[config.mk]
export PLATFORM = sky130hd
export DESIGN_NAME = au_updown_counter
export DESIGN_NICKNAME = d
export VERILOG_FILES = /design/src/rtl/au_updown_counter.sv
export SDC_FILE = /design/constraint.sdc
export NUM_CORES = 1
export LEC_CHECK = 0
export CAP_MARGIN = 20
export CORE_AREA = 2 2 55 57
export CTS_CLUSTER_DIAMETER = 40
export DETAILED_ROUTE_END_ITERATION = 6
export DIE_AREA = 0 0 57 59
export GPL_ROUTABILITY_DRIVEN = 0
export PLACE_DENSITY_LB_ADDON = 0.25
export SETUP_SLACK_MARGIN = 0.5
export SYNTH_ARGS = -nofsm -noshare
export SYNTH_HDL_FRONTEND = slang
export SYNTH_SLANG_ARGS = --single-unit
[constraint.sdc]
create_clock -name clk -period 2.7 [get_ports clk]
set_input_delay 0.81 -clock clk [delete_from_list [all_inputs] [get_ports clk]]
set_output_delay 0.81 -clock clk [all_outputs]
set_load 0.01 [all_outputs]
[src/rtl/au_updown_counter.sv]
// Loadable up/down counter with a programmable upper limit and wrap/saturate boundary modes.
// The +1/-1 step comes from AU_incdec; the counter only muxes boundary values over it.

module AU_incdec #(
    parameter int WIDTH = 8,
    parameter int ARCH  = 0
) (
    input  logic [WIDTH-1:0] a,
    input  logic             inc_dec,
    output logic [WIDTH-1:0] y
);
    // Bit i flips when every lower bit propagates: all ones for +1, all zeros for -1.
    logic [WIDTH-1:0] prop;
    logic [WIDTH-1:0] carry;

    assign prop = inc_dec ? ~a : a;

    always_comb begin : prefix
        logic [WIDTH-1:0] cur;
        logic [WIDTH-1:0] nxt;
        int               s;
        int               j;
        cur = prop;
        nxt = prop;
        s   = 0;
        j   = 0;
        if (ARCH == 2) begin
            for (int i = 1; i < WIDTH; i++) begin
                cur[i] = cur[i] & cur[i-1];
            end
        end else begin
            // ARCH 0 is Kogge-Stone (span doubling); ARCH 1 is Sklansky (divide and conquer).
            for (int k = 0; (1 << k) < WIDTH; k++) begin
                s   = 1 << k;
                nxt = cur;
                for (int i = 0; i < WIDTH; i++) begin
                    if (ARCH == 0) begin
                        j = (i >= s) ? i - s : i;
                        if (i >= s) nxt[i] = cur[i] & cur[j];
                    end else begin
                        j = (((i >> k) & 1) == 1) ? ((i >> k) << k) - 1 : i;
                        if (((i >> k) & 1) == 1) nxt[i] = cur[i] & cur[j];
                    end
                end
                cur = nxt;
            end
        end
        carry[0] = 1'b1;
        for (int i = 1; i < WIDTH; i++) begin
            carry[i] = cur[i-1];
        end
    end

    assign y = a ^ carry;
endmodule

module au_updown_counter #(
    parameter int WIDTH = 8,
    parameter int ARCH  = 0
) (
    input  logic             clk,
    input  logic             rst_n,
    input  logic             clr,
    input  logic             load,
    input  logic [WIDTH-1:0] load_val,
    input  logic             en,
    input  logic             dn,
    input  logic             sat,
    input  logic [WIDTH-1:0] lim,
    output logic [WIDTH-1:0] cnt,
    output logic             tc,
    output logic             ovf,
    output logic             zero,
    output logic             at_lim
);
    logic [WIDTH-1:0] step;

    AU_incdec #(
        .WIDTH(WIDTH),
        .ARCH (ARCH)
    ) u_incdec (
        .a      (cnt),
        .inc_dec(dn),
        .y      (step)
    );

    assign zero   = (cnt == '0);
    assign at_lim = (cnt >= lim);

    always_ff @(posedge clk or negedge rst_n) begin
        if (!rst_n) begin
            cnt <= '0;
            tc  <= 1'b0;
            ovf <= 1'b0;
        end else if (clr) begin
            cnt <= '0;
            tc  <= 1'b0;
            ovf <= 1'b0;
        end else if (load) begin
            cnt <= load_val;
            tc  <= 1'b0;
            ovf <= 1'b0;
        end else if (en) begin
            if (!dn) begin
                if (!at_lim) begin
                    cnt <= step;
                    tc  <= 1'b0;
                end else begin
                    tc <= 1'b1;
                    if (sat) begin
                        cnt <= lim;
                    end else begin
                        cnt <= '0;
                        ovf <= 1'b1;
                    end
                end
            end else begin
                // Counting down ignores lim except as the wrap target from zero.
                if (!zero) begin
                    cnt <= step;
                    tc  <= 1'b0;
                end else begin
                    tc <= 1'b1;
                    if (!sat) begin
                        cnt <= lim;
                        ovf <= 1'b1;
                    end
                end
            end
        end else begin
            tc <= 1'b0;
        end
    end
endmodule

==> impl_metrics.json <==
{
  "drive_gt1_share_pct": 42.9,
  "critical-path-top-delay-family": "compound AO/OA/AOI/OAI gates",
  "syn_to_final_growth_pct": 71.9,
  "synth_edf_count": 0,
  "first_pass_iters": 4,
  "fin_skew_ps": 4.68,
  "yosys_warnings": 0,
  "rsz0062_at_grt": "true",
  "max_stage_delay_ps": 300,
  "clk_pin_slew_ps": 70,
  "synth_area_leaders": "dfrtp_1 (23%), ha_1 (9.1%), a21oi_1 (6.4%)",
  "clockRootBuffer": "clkbuf_4",
  "cts_sinks": 10,
  "vdd_drop_max_mv": 0.305,
  "fmax_mhz": 371,
  "utilization_pct": 69.9,
  "seq_area_frac_synth_pct": 22.7,
  "hold_ws_ps": 581,
  "final_cell_mix": "buf_4 (21), clkdlybuf4s50_1 (16), a21oi_1 (14)",
  "grt_use_total_pct": 20.7,
  "grt_pass1_vias": 1188,
  "final-hold-violation-count": 0,
  "ioPinCount": 35,
  "pre_cts_ws_ps": -905,
  "coreArea_um2": 2710,
  "die_h_um": 59,
  "max-cap-violations": 0,
  "antenna_found_initial": 0,
  "synth-async-reset-ratio_pct": 100,
  "leakage_nw": 0.913,
  "avgRoutedWirePerCell_um": 15.1,
  "syn_inst": 130,
  "nNetsFinal": 222,
  "finalSetupViolations": 0,
  "cts.htree.levels": 1,
  "cp-start-kind": "primary input",
  "hp-class": "register to register",
  "yosys.area.top_type_share_pct": 22.7,
  "synth_top_area_cell": "dfrtp_1",
  "rows": 19,
  "layout_setup_ws_ps": 5.16,
  "power_mw": 0.701,
  "drc": 0,
  "worst_slew_pin_slew_ps": 512,
  "path_class": "primary input to output port",
  "slowest_stage": "a2111oi_4",
  "min-delay-start": "ovf$_DFFE_PN0P_",
  "startpoint": "lim[0]",
  "postLayoutCellArea_um2": 1890,
  "cts_tree": "built",
  "crit_arrival_ps": 1880,
  "start_util_pct": 40.6,
  "routed_wirelength_mm": 3.33,
  "relSlewSlack_pct": 65.8,
  "grt_max_degree": 12,
  "synthDistinctLibCells": 49,
  "fin_crit_sh_pct": 99.8,
  "crit_chain": "buf_6, ha_4, nand2b_4, a2111oi_4, o31a_4, inv_4, buf_6",
  "power.density_nw_per_um2": 370,
  "status": "completed",
  "io_buffers": 34,
  "drt_iter0_markers": 37,
  "period_minus_slack_ps": 2690,
  "grt_pass1_wl_mm": 5.46,
  "final-instance-count-excl-fill": 220,
  "ant_nets": 0,
  "slew_viol_final": 0,
  "synthFlopType": "dfrtp_1",
  "syn_avg_cell_area_um2": 8.47,
  "critPathCaptureType": "output port",
  "cp_max_fo": 2,
  "cts_buffers": 3,
  "post-dp-hpwl_mm": 2.49,
  "r2r-start": "cnt[0]$_DFFE_PN0P_",
  "antennaDiodeCount": 0,
  "cts_max_path_buffers": 2,
  "fin_tns_setup_ps": 0,
  "crit_top_cell": "buf_6",
  "viasPerCell": 5.36,
  "die_w_um": 57,
  "gr-total-overflow": 0,
  "worstSkewPairLatency_ps": 280,
  "placed_cell_area_um2": 1740,
  "synth_nets": 161,
  "critPathRequiredTime_ps": 1890,
  "die_area_um2": 3360,
  "ys_ff_latch": 10,
  "cp_num_buf_inv": 3,
  "vias": 1180,
  "dpl.cell_count": 212,
  "synth_area_um2": 1100,
  "layout_commonest_cell": "buf_4"
}
sequential cells by signal, summed over array words and instances, names as in the netlist:
name and cells:
cnt 8, tc 1, ovf 1
synth_stat cells, types with 2 or more instances:
master	n
inv_1	15
nand2b_4	2
o21ai_1	4
a21oi_1	14
o21a_1	2
o21ai_0	2
nand2_1	7
nor3_2	2
xor2_1	3
ha_1	8
nor2_1	12
clkbuf_1	3
dfrtp_1	10
a22oi_1	4
a31oi_1	2
xnor2_1	4
nor3_1	3
and3_1	2
repair_timing:
item | CTS | global route
buffers inserted | 1 | 4
hold buffers | 0 | 0
setup endpoints to repair | 14 | 16
resized for setup | 39 | 31
pin swaps | 6 | 12
kinds of logic after synthesis:
kind of cell               synth area share, %
buffers and inverters                     7.38
DFF                                       22.7
muxes                                     2.16
xor gates and xnor gates                  5.57
AOI/OAI and AO/OA                         32.4
and+or+nand+nor                           20.7
adders and majority gates                 9.09
cell type report:
type	count	area, µm²
Sequential cell	10	250
Inverter	16	77.6
Multi-Input combinational cell	99	951
Fill cell	215	817
Tap cell	31	38.8
Timing Repair Buffer	61	553
Clock buffer	3	22.5
path summary, 6_finish.rpt:
kind                                      end  depth (start not counted)  slack [ps]
min                           ovf$_DFFE_PN0P_                          2         580
min reg2reg                   ovf$_DFFE_PN0P_                          2         580
max                                    at_lim                          7           5
max reg2reg                cnt[7]$_DFFE_PN0P_                         11         420
min in group asynchronous        tc$_DFF_PN0_                          1         870
max in group asynchronous  cnt[1]$_DFFE_PN0P_                          1        1490
worst min-delay path, stage by stage, from the launching register on:
cell and delay (ps):
dfrtp_1 350, a31oi_1 50, nor3_1 130
power by group:
part	leakage, nW	switching, mW	total, mW	internal, mW
clock network	0.0138	0.0594	0.111	0.0518
registers	0.132	0.0112	0.173	0.162
logic	0.767	0.199	0.416	0.218
metal layers:
layer / GRT usage [%] / vias up / wire length [µm]
met5: 0 / - / 0
met4: 5.98 / 0 / 28
met3: 3.49 / 5 / 135
met2: 35.1 / 28 / 1790
met1: 27.3 / 561 / 1370
li1: - / 586 / -
Power figures use the tool's default switching activity.
